==> src/rtl/gpu_pkg.sv <==
// Shared GPU core definitions.
// Holds the default program-memory geometry, the warp id type used by both
// the fetch stage and the warp scheduler, and the fetch-stage state encoding.
package gpu_pkg;

    localparam int DEFAULT_MAX_WARPS_PER_CORE    = 2;
    localparam int DEFAULT_PROGRAM_MEM_ADDR_BITS = 8;
    localparam int DEFAULT_PROGRAM_MEM_DATA_BITS = 16;
    localparam int DEFAULT_WARP_ID_BITS          =
        (DEFAULT_MAX_WARPS_PER_CORE > 1) ? $clog2(DEFAULT_MAX_WARPS_PER_CORE) : 1;

    typedef logic [DEFAULT_WARP_ID_BITS-1:0] warp_id_t;

    typedef enum logic [2:0] {
        FS_IDLE     = 3'd0,
        FS_LOOKUP   = 3'd1,
        FS_WAIT_MEM = 3'd2,
        FS_READY    = 3'd3,
        FS_DRAIN    = 3'd4
    } fetch_state_e;

endpackage

==> src/rtl/warp_fetcher_buffer.sv <==
// fetch_buffer: one instruction entry per warp, each {valid, tag(pc), data}.
// Ports:
//   clk, reset            clock, asynchronous active-high reset
//   lookup_warp_i/tag_i   combinational lookup key
//   lookup_hit_o/data_o   hit flag and stored instruction for that warp
//   write_en_i, write_*   fill one warp's entry on the next edge
//   invalidate_i          clear every valid bit on the next edge
// A write and an invalidate in the same cycle leave the entry invalid.
module fetch_buffer
    import gpu_pkg::*;
#(
    parameter int NUM_ENTRIES = DEFAULT_MAX_WARPS_PER_CORE,
    parameter int WID_BITS    = DEFAULT_WARP_ID_BITS,
    parameter int TAG_BITS    = DEFAULT_PROGRAM_MEM_ADDR_BITS,
    parameter int DATA_BITS   = DEFAULT_PROGRAM_MEM_DATA_BITS
) (
    input  logic                 clk,
    input  logic                 reset,
    input  logic [WID_BITS-1:0]  lookup_warp_i,
    input  logic [TAG_BITS-1:0]  lookup_tag_i,
    output logic                 lookup_hit_o,
    output logic [DATA_BITS-1:0] lookup_data_o,
    input  logic                 write_en_i,
    input  logic [WID_BITS-1:0]  write_warp_i,
    input  logic [TAG_BITS-1:0]  write_tag_i,
    input  logic [DATA_BITS-1:0] write_data_i,
    input  logic                 invalidate_i
);

    logic [NUM_ENTRIES-1:0] valid_q, valid_d;
    logic [TAG_BITS-1:0]    tag_q  [NUM_ENTRIES];
    logic [DATA_BITS-1:0]   data_q [NUM_ENTRIES];

    // Lookup reads the registered valid bits, so an invalidate raised in the
    // same cycle as a lookup does not affect that lookup.
    assign lookup_hit_o  = valid_q[lookup_warp_i] && (tag_q[lookup_warp_i] == lookup_tag_i);
    assign lookup_data_o = data_q[lookup_warp_i];

    always_comb begin
        valid_d = valid_q;
        if (write_en_i) begin
            valid_d[write_warp_i] = 1'b1;
        end
        // Invalidate applied last so it overrides a coincident fill.
        if (invalidate_i) begin
            valid_d = '0;
        end
    end

    always_ff @(posedge clk or posedge reset) begin
        if (reset) begin
            valid_q <= '0;
            for (int i = 0; i < NUM_ENTRIES; i++) begin
                tag_q[i]  <= '0;
                data_q[i] <= '0;
            end
        end else begin
            valid_q <= valid_d;
            if (write_en_i) begin
                tag_q[write_warp_i]  <= write_tag_i;
                data_q[write_warp_i] <= write_data_i;
            end
        end
    end

endmodule

==> src/rtl/warp_fetcher.sv <==
// warp_fetcher: per-core instruction fetch stage ahead of the warp scheduler.
// Ports:
//   clk, reset                  clock, asynchronous active-high reset
//   fetch_req, warp_id, pc      request from the scheduler (held until ready)
//   invalidate                  drop all buffered instructions
//   mem_read_valid/address      read request to program memory
//   mem_read_ready/data         program memory response
//   instruction_ready/instr.    result level sampled by the scheduler
//   hit_count                   saturating count of buffer hits
//   state_dbg                   current FSM state (fetch_state_e encoding)
// Memory handshake: mem_read_valid rises with a stable mem_read_address and
// both hold until the cycle mem_read_ready is 1; that cycle carries the data
// and completes the read. At most one read is outstanding, and a read once
// issued always completes even if the scheduler withdraws its request.
module warp_fetcher
    import gpu_pkg::*;
#(
    parameter int MAX_WARPS_PER_CORE    = DEFAULT_MAX_WARPS_PER_CORE,
    parameter int PROGRAM_MEM_ADDR_BITS = DEFAULT_PROGRAM_MEM_ADDR_BITS,
    parameter int PROGRAM_MEM_DATA_BITS = DEFAULT_PROGRAM_MEM_DATA_BITS,
    parameter int WARP_ID_BITS          =
        (MAX_WARPS_PER_CORE > 1) ? $clog2(MAX_WARPS_PER_CORE) : 1
) (
    input  logic                             clk,
    input  logic                             reset,
    input  logic                             fetch_req,
    input  logic [WARP_ID_BITS-1:0]          warp_id,
    input  logic [PROGRAM_MEM_ADDR_BITS-1:0] pc,
    input  logic                             invalidate,
    output logic                             mem_read_valid,
    output logic [PROGRAM_MEM_ADDR_BITS-1:0] mem_read_address,
    input  logic                             mem_read_ready,
    input  logic [PROGRAM_MEM_DATA_BITS-1:0] mem_read_data,
    output logic                             instruction_ready,
    output logic [PROGRAM_MEM_DATA_BITS-1:0] instruction,
    output logic [7:0]                       hit_count,
    output logic [2:0]                       state_dbg
);

    fetch_state_e state_q, state_d;

    logic [WARP_ID_BITS-1:0]          req_warp_q, req_warp_d;
    logic [PROGRAM_MEM_ADDR_BITS-1:0] req_pc_q, req_pc_d;
    logic                             mem_valid_q, mem_valid_d;
    logic [PROGRAM_MEM_ADDR_BITS-1:0] mem_addr_q, mem_addr_d;
    logic                             instr_ready_q, instr_ready_d;
    logic [PROGRAM_MEM_DATA_BITS-1:0] instr_q, instr_d;
    logic [7:0]                       hit_count_q, hit_count_d;

    logic                             buf_hit;
    logic [PROGRAM_MEM_DATA_BITS-1:0] buf_data;
    logic                             buf_we;

    fetch_buffer #(
        .NUM_ENTRIES (MAX_WARPS_PER_CORE),
        .WID_BITS    (WARP_ID_BITS),
        .TAG_BITS    (PROGRAM_MEM_ADDR_BITS),
        .DATA_BITS   (PROGRAM_MEM_DATA_BITS)
    ) u_buffer (
        .clk           (clk),
        .reset         (reset),
        .lookup_warp_i (req_warp_q),
        .lookup_tag_i  (req_pc_q),
        .lookup_hit_o  (buf_hit),
        .lookup_data_o (buf_data),
        .write_en_i    (buf_we),
        .write_warp_i  (req_warp_q),
        .write_tag_i   (req_pc_q),
        .write_data_i  (mem_read_data),
        .invalidate_i  (invalidate)
    );

    always_comb begin
        state_d       = state_q;
        req_warp_d    = req_warp_q;
        req_pc_d      = req_pc_q;
        mem_valid_d   = mem_valid_q;
        mem_addr_d    = mem_addr_q;
        instr_ready_d = instr_ready_q;
        instr_d       = instr_q;
        hit_count_d   = hit_count_q;
        buf_we        = 1'b0;

        unique case (state_q)
            FS_IDLE: begin
                if (fetch_req) begin
                    req_warp_d = warp_id;
                    req_pc_d   = pc;
                    state_d    = FS_LOOKUP;
                end else if (invalidate) begin
                    state_d = FS_DRAIN;
                end
            end

            FS_LOOKUP: begin
                if (!fetch_req) begin
                    state_d = FS_IDLE;
                end else if (buf_hit) begin
                    instr_d       = buf_data;
                    instr_ready_d = 1'b1;
                    if (hit_count_q != 8'hFF) begin
                        hit_count_d = hit_count_q + 8'd1;
                    end
                    state_d = FS_READY;
                end else begin
                    mem_valid_d = 1'b1;
                    mem_addr_d  = req_pc_q;
                    state_d     = FS_WAIT_MEM;
                end
            end

            FS_WAIT_MEM: begin
                if (mem_read_ready) begin
                    mem_valid_d = 1'b0;
                    buf_we      = 1'b1;
                    if (fetch_req) begin
                        instr_d       = mem_read_data;
                        instr_ready_d = 1'b1;
                        state_d       = FS_READY;
                    end else begin
                        // Scheduler gave up: keep the fill, deliver nothing.
                        state_d = FS_IDLE;
                    end
                end
            end

            FS_READY: begin
                if (!fetch_req) begin
                    instr_ready_d = 1'b0;
                    state_d       = FS_IDLE;
                end
            end

            FS_DRAIN: begin
                state_d = FS_IDLE;
            end

            default: begin
                state_d = FS_IDLE;
            end
        endcase
    end

    always_ff @(posedge clk or posedge reset) begin
        if (reset) begin
            state_q       <= FS_IDLE;
            req_warp_q    <= '0;
            req_pc_q      <= '0;
            mem_valid_q   <= 1'b0;
            mem_addr_q    <= '0;
            instr_ready_q <= 1'b0;
            instr_q       <= '0;
            hit_count_q   <= '0;
        end else begin
            state_q       <= state_d;
            req_warp_q    <= req_warp_d;
            req_pc_q      <= req_pc_d;
            mem_valid_q   <= mem_valid_d;
            mem_addr_q    <= mem_addr_d;
            instr_ready_q <= instr_ready_d;
            instr_q       <= instr_d;
            hit_count_q   <= hit_count_d;
        end
    end

    assign mem_read_valid    = mem_valid_q;
    assign mem_read_address  = mem_addr_q;
    assign instruction_ready = instr_ready_q;
    assign instruction       = instr_q;
    assign hit_count         = hit_count_q;
    assign state_dbg         = state_q;

endmodule

==> config.mk <==
export PLATFORM = sky130hd
export DESIGN_NAME = warp_fetcher
export DESIGN_NICKNAME = d
export VERILOG_FILES = /design/src/rtl/gpu_pkg.sv /design/src/rtl/warp_fetcher_buffer.sv /design/src/rtl/warp_fetcher.sv
export SDC_FILE = /design/constraint.sdc
export NUM_CORES = 1
export LEC_CHECK = 0
export CAP_MARGIN = 20
export CORE_AREA = 2 2 98 100
export DETAILED_ROUTE_END_ITERATION = 6
export DIE_AREA = 0 0 100 102
export PLACE_DENSITY_LB_ADDON = 0.05
export SLEW_MARGIN = 20
export SYNTH_ARGS = -nofsm -noshare
export SYNTH_HDL_FRONTEND = slang
export SYNTH_HIERARCHICAL = 1
export SYNTH_SLANG_ARGS = --single-unit
==> constraint.sdc <==
create_clock -name clk -period 2.5 [get_ports clk]
set_clock_uncertainty 0.15 [all_clocks]
set_input_delay 0.5 -clock clk [delete_from_list [all_inputs] [get_ports clk]]
set_output_delay 0.5 -clock clk [all_outputs]
set_load 0.1 [all_outputs]
# Yosys cells after proc, flatten, opt, wreduce, memory -nomap -nowiden

Cells that the tools add are included.

Reduce and logical (&&, ||, !) cells: 14
Order comparisons: 4
Muxes and demuxes: 43
$add $sub $neg: 1
Bitwise operators: 3
Equal/unequal tests: 12

Operator list:

| cell                | number |
|---|---|
| $mux 16             | 8 |
| $bwmux 32           | 1 |
| $mux 8              | 4 |
| $pmux 16 s2         | 1 |
| $bwmux 16           | 1 |
| $demux 16 s1        | 1 |
| $mux 1              | 14 |
| $mux 3              | 4 |
| $ne 2x2->1 const B  | 6 |
| $pmux 3 s4          | 1 |
| $add 8x1->8 const B | 1 |
| $demux 8 s1         | 1 |
| $eq 8x8->1          | 1 |
| $mux 2              | 4 |
| $ne 8x8->1 const B  | 1 |
| $reduce_and 4->1    | 2 |
| $eq 3x2->1 const B  | 2 |
| $reduce_and 3->1    | 2 |
| $reduce_and 6->1    | 1 |
| $reduce_and 5->1    | 1 |
| $reduce_bool 2->1   | 2 |
| $eq 3x1->1 const B  | 1 |
| $logic_and 1x1->1   | 3 |
| $logic_not 3->1     | 1 |
| 13 further kinds    | 13 |

Bits of input ports: 30
Output and inout port bits: 37
Register bits: 96
Word-level logic and storage cells: 90

# Depth between registers and ports, before layout

Word-level depth: 9
Depth in mapped cells: 10
Depth with buffers taken out: 8

# Modules after synthesis

The synthesis kept the hierarchy.

Modules (own cells, without submodules):

| module       | sequential area each (um2) | area each (um2) | instances | cells an instance |
|---|---|---|---|---|
| fetch_buffer | 1,251.2                    | 2,244.7         | 1         | 152 |
| warp_fetcher | 1,151.1                    | 2,152.1         | 1         | 174 |

# Least setup slack after synthesis

Ideal clock, no wire load.

Path kind: flip-flop to flip-flop
Start point: register state_q[0], in the netlist state_dbg[0]
End point: register u_buffer/data_q[23] in the netlist's numbering
Period minus slack after synthesis: 2,719 ps
Buffers on the path: 3
Data required time: 2,225 ps
Slack: -219 ps
Arrival time: 2,445 ps
Library setup time: 125 ps
Stages on the path, launching flop included: 9
Path through: dfrtp_1 -> buf_2 -> nand2b_4 -> nor2_8 -> and2_1 -> nand2b_1 -> buf_2 -> buf_2 -> mux2_2

Longest elaborated chain between the ends: 2

RTL lines:

| item                           | RTL line                  | source |
|---|---|---|
| start: declaration             | warp_fetcher.sv:40        | `fetch_state_e state_q, state_d;` |
| start signal: assignment       | warp_fetcher.sv:155       | `state_q <= state_d;` |
| $eq 3x2->1                     | warp_fetcher.sv:84        | `unique case (state_q)` |
| $mux 1                         | warp_fetcher.sv:84        |  |
| net buf_we                     | warp_fetcher.sv:52        | `logic buf_we;` |
| end signal: indexed assignment | warp_fetcher_buffer.sv:61 | `data_q[write_warp_i] <= write_data_i;` |
| end: declaration               | warp_fetcher_buffer.sv:32 | `logic [DATA_BITS-1:0] data_q [NUM_ENTRIES];` |

The timed path passes the listed nets, and every way through them passes these cells.
A chain may end at the register's enable or synchronous reset.

# Final worst setup path

Start point: register req_warp_q
End point: register instr_q[12], in the netlist instruction[12]

Longest elaborated chain between the ends: 8
Elaborated cells between the ends (all ways): 16
Classes of those cells: eq/ne: 2; mux: 11; bitwise: 1; reduce/logical: 2

RTL lines:

| item                                      | RTL line                  | source |
|---|---|---|
| start: declaration                        | warp_fetcher.sv:42        | `logic [WARP_ID_BITS-1:0] req_warp_q, req_warp_d;` |
| start signal: assignment                  | warp_fetcher.sv:156       | `req_warp_q <= req_warp_d;` |
| $not 1->2 (implied by the code)           | warp_fetcher_buffer.sv:36 | `assign lookup_hit_o = valid_q[lookup_warp_i] && (tag_q[lookup_warp_i] == lookup_tag_i);` |
| $mux 8 (implied by the code) (3 in a row) | warp_fetcher_buffer.sv:36 |  |
| $eq 8x8->1                                | warp_fetcher_buffer.sv:36 |  |
| $logic_and 1x1->1 (*)                     | warp_fetcher_buffer.sv:36 |  |
| net buf_hit                               | warp_fetcher.sv:50        | `logic buf_hit;` |
| $ne 2x2->1 (no line) (*)                  | --                        |  |
| $reduce_and 5->1 (no line) (*)            | --                        |  |
| end signal: assignment                    | warp_fetcher.sv:161       | `instr_q <= instr_d;` |
| end: declaration                          | warp_fetcher.sv:47        | `logic [PROGRAM_MEM_DATA_BITS-1:0] instr_q, instr_d;` |

The timed path passes the listed nets; every way through them passes the cells marked *. The select of a mux whose other input is x is not followed.

==> out/metrics.yaml <==
layout:
  multiInputGateArea_um2: 2010
  final_layout_size_suffix_gt1_share_pct: 49.4
  antennaDiodeCount: 0
  seqCellArea_um2: 2410
  final_net_count: 442
  areaGrowthSynthToFinish_pct: 28.8
  n_fill_cell: 752
timing:
  finalHoldViolations: 0
  timing_worst_slew_pin_value_ps: 505
  final_critical_period_ps: 2430
  finalWorstSetupSlack_ps: 70.8
  final-max-slew-violation-count: 0
  setup_tns_ps: 0
  timing.slew.headroom_pct: 66.3
  grt_setup_unrepaired: "true"
  fmaxAchievable_mhz: 412
  final-setup-viol-count: 0
  period_share_pct: 97.2
pwr:
  power.net_switching_uw: 3660
  pwr_density_cell_nw_per_um2: 1430
  swShare_pct: 45.3
  p_leak_uw: 0.00247
  peakVddDrop_uv: 877
  internal_power_uw: 4410
  p_comb_share_pct: 51.8
  clkPwrFrac_pct: 13.9
  share_seq_of_total_power_pct: 34.3
run_status:
  run_status: "finished, final reports clean"
critical_path:
  critical_path.reg2reg.startpoint: "req_warp_q$_DFFE_PP0P_"
  r2r_slack_ps: 70
  crit_path_max_fanout: 8
  reg2reg_to: "instruction[12]$_DFFE_PP0P_"
  start_kind: "flip-flop"
  crit_type: "reg2reg"
  end_kind: "flip-flop"
  critPathArrivalTime_ps: 2570
  worstRegToRegCells: 11
  timing.critical_path.required_ps: 2640
hold_path:
  worstHoldEndpoint: "hit_count[7]$_DFFE_PP0P_"
  timing.hold.worst.start: "hit_count[7]$_DFFE_PP0P_"
  hold_path.class: "reg2reg"
  min_delay_path_depth: 1
placement:
  preCtsSetupSlack_ps: -9.07
  port_buffers: 66
  post-dp-hpwl_mm: 5.67
  routabilityCongestion: 0.741
logic_synthesis:
  post_synth_inst_count: 326
  synthesis.area_um2: 4400
  synth_top_cells_by_area: "dfrtp_1, mux2_2, mux2i_1"
  synth_cell_type_count: 38
  ys_ff_latch: 96
  synthesis.nets: 357
  yosys.area.top_type_share_pct: 54.6
  async_reset_ff_share_pct: 100
  post_synth_most_frequent_cells: "dfrtp_1, mux2_2, nor2_1, mux2i_1, a21oi_1"
  synth.yosys.seq_area_share_pct: 54.6
  yosysWarnings: 6
  synth_most_common_cell: "dfrtp_1"
  yosysTopAreaCell: "dfrtp_1"
  synth-edff-count: 0
  yosys_most_used_dff: "dfrtp_1"
  synthesis.area_per_instance_um2: 13.5
clock_tree:
  number_of_clock_buffers_inserted_by_tritoncts: 9
  cts.reportedPaths.clkPinSlew_ps: 90
  clock_tree_from_tritoncts: "done"
  cts_num_sinks: 96
  worstSkewPairLatency_ps: 360
  h-tree-depth: 3
  cts-root-buf: "clkbuf_8"
  clk_path_buf_depth: 2
drt:
  drt_pass1_iterations: 4
  via_count: 2819
  post_drt_wl_per_cell_um: 17.6
  finalWirelength_mm: 9.24
  first_iter_violations: 71
  drtAntennaViolNets: 0
  drc: 0
  vias_per_cell: 5.36
floorplan:
  rows: 35
  dieHeight_um: 102
  die_w_um: 100
  floorplan.io_pins: 67
  die-area_um2: 10200
  initial_core_utilization_pct: 48.3
  core_area_um2: 9110
global_routing:
  grt_start_max_net_pins: 51
  grt_antenna_before_repair: 0
  globalRoute.totalOverflow: 0
  via_count_of_the_first_global_routing_pass: 2870
  grt_pass1_wl_mm: 14.4
  grt_use_total_pct: 18.2
run:
  max_cap_viol_count: 0
==> layout make-up <==
class	count	share of cell area, %
well taps	111	2.45
clock inverters	5	1.44
flip-flops and latches	96	42.5
clock buffers	10	2.43
repair buffers	90	15.3
multi-input cells	208	35.5
inverters	6	0.398
==> what timing repair did <==
| action | in CTS | in global routing |
|---|---|---|
| endpoints found under the setup margin | 8 | 28 |
| pin swaps | 0 | 3 |
| gates resized for setup | 1 | 41 |
| cloned | 0 | 4 |
| buffers inserted | 0 | 5 |
| hold buffers | 0 | 0 |
==> power groups by stage <==
stage	clock (µW)	sequential, µW	combinational (µW)
floorplan	0	4240	1600
global placement	0	2720	3890
detailed placement	0	2740	3940
CTS	1150	2710	3950
global route	1220	2880	4410
finish	1120	2770	4180
==> cell usage in the layout (no fill, tap or decap), types with 2 or more instances in the layout <==
cell             instances
mux2i_1                 22
clkbuf_8                10
nand3b_1                 2
buf_12                   5
a21oi_1                  7
mux2i_2                  2
nand3_1                  4
inv_2                    2
bufinv_16                2
inv_1                    4
mux2_4                   8
nand4_1                  3
nand2b_1                 2
nand2_1                  5
dfrtp_1                 93
mux2_2                  74
nor4_4                   2
nor2_1                  10
o21ai_0                  3
a21oi_2                 12
nor3_1                   2
nor2_2                  12
xnor2_1                  3
clkbuf_16                3
clkdlybuf4s50_1         29
buf_4                   52
and2_1                   2
dfrtp_2                  3
xor2_1                  10
nor2_4                   5
==> cells by family (layout without fill, tap and decap cells) <==
family                   count (synthesis)  after routing  synth area share (%)
AO/OA/AOI/OAI                           28             28                  3.78
XOR/XNOR                                13             13                  2.59
adder cells (fa/ha/maj)                  1              1                 0.285
buffers and inverters                   22            111                  3.10
flip-flops                              96             96                  54.6
multiplexers                           108            108                  27.6
AND/OR/NAND/NOR                         58             58                  7.97
==> routing by layer <==
| layer | track usage [%] | up-vias | part of all wire, % |
|---|---|---|---|
| met4 | 7.17 | 0 | 1.3 |
| li1 | - | 1318 | - |
| met2 | 30.4 | 50 | 51 |
| met1 | 24.1 | 1441 | 45 |
| met5 | 0 | - | 0 |
| met3 | 2.87 | 10 | 2.7 |
==> state kept, by name, summed over array words and instances, names as in the netlist <==
signal,flops
u_buffer/data_q,32
instruction,16
u_buffer/tag_q,16
hit_count,8
mem_read_address,8
req_pc_q,8
state_dbg,3
u_buffer/valid_q,2
instruction_ready,1
mem_read_valid,1
req_warp_q,1
==> worst max-delay path, cell delays in order, from the launching register on <==
cell,delay [ps]
dfrtp_2,450
buf_12,150
mux2i_2,180
xor2_1,170
nand2_1,110
nor4b_4,300
nand3b_1,200
a21oi_4,190
buf_12,140
clkbuf_16,180
nor2_2,40
a21oi_1,110
==> metrics by stage <==
step | total power (µW) | hold slack, ps | cells | utilization [%] | instance area [µm²]
2_1_floorplan | 5830 | 313 | 326 | - | 4410
6_report | 8070 | 354 | 526 | 62.2 | 5660
5_1_grt | 8500 | 366 | 526 | 62.2 | 5660
3_5_place_dp | 6680 | 340 | 502 | 56.7 | 5160
4_1_cts | 7810 | 357 | 517 | 59.1 | 5380
3_3_place_gp | 6610 | 331 | 502 | 56.7 | 5160
==> worst max path at each step <==
stage	end	from	slack [ps]	cells past startpoint
floorplan	u_buffer/data_q[23]$_DFFE_PP0P_	state_dbg[2]$_DFFE_PP0P_	40	7
CTS	instruction[9]$_DFFE_PP0P_	req_warp_q$_DFFE_PP0P_	50	10
global route	instruction[13]$_DFFE_PP0P_	req_warp_q$_DFFE_PP0P_	-80	11
finish	instruction[12]$_DFFE_PP0P_	req_warp_q$_DFFE_PP0P_	70	11
detailed placement	mem_read_address[1]$_DFFE_PP0P_	req_warp_q$_DFFE_PP0P_	-9	7
global placement	mem_read_address[0]$_DFFE_PP0P_	req_warp_q$_DFFE_PP0P_	40	7
Power figures use the tool's default switching activity.
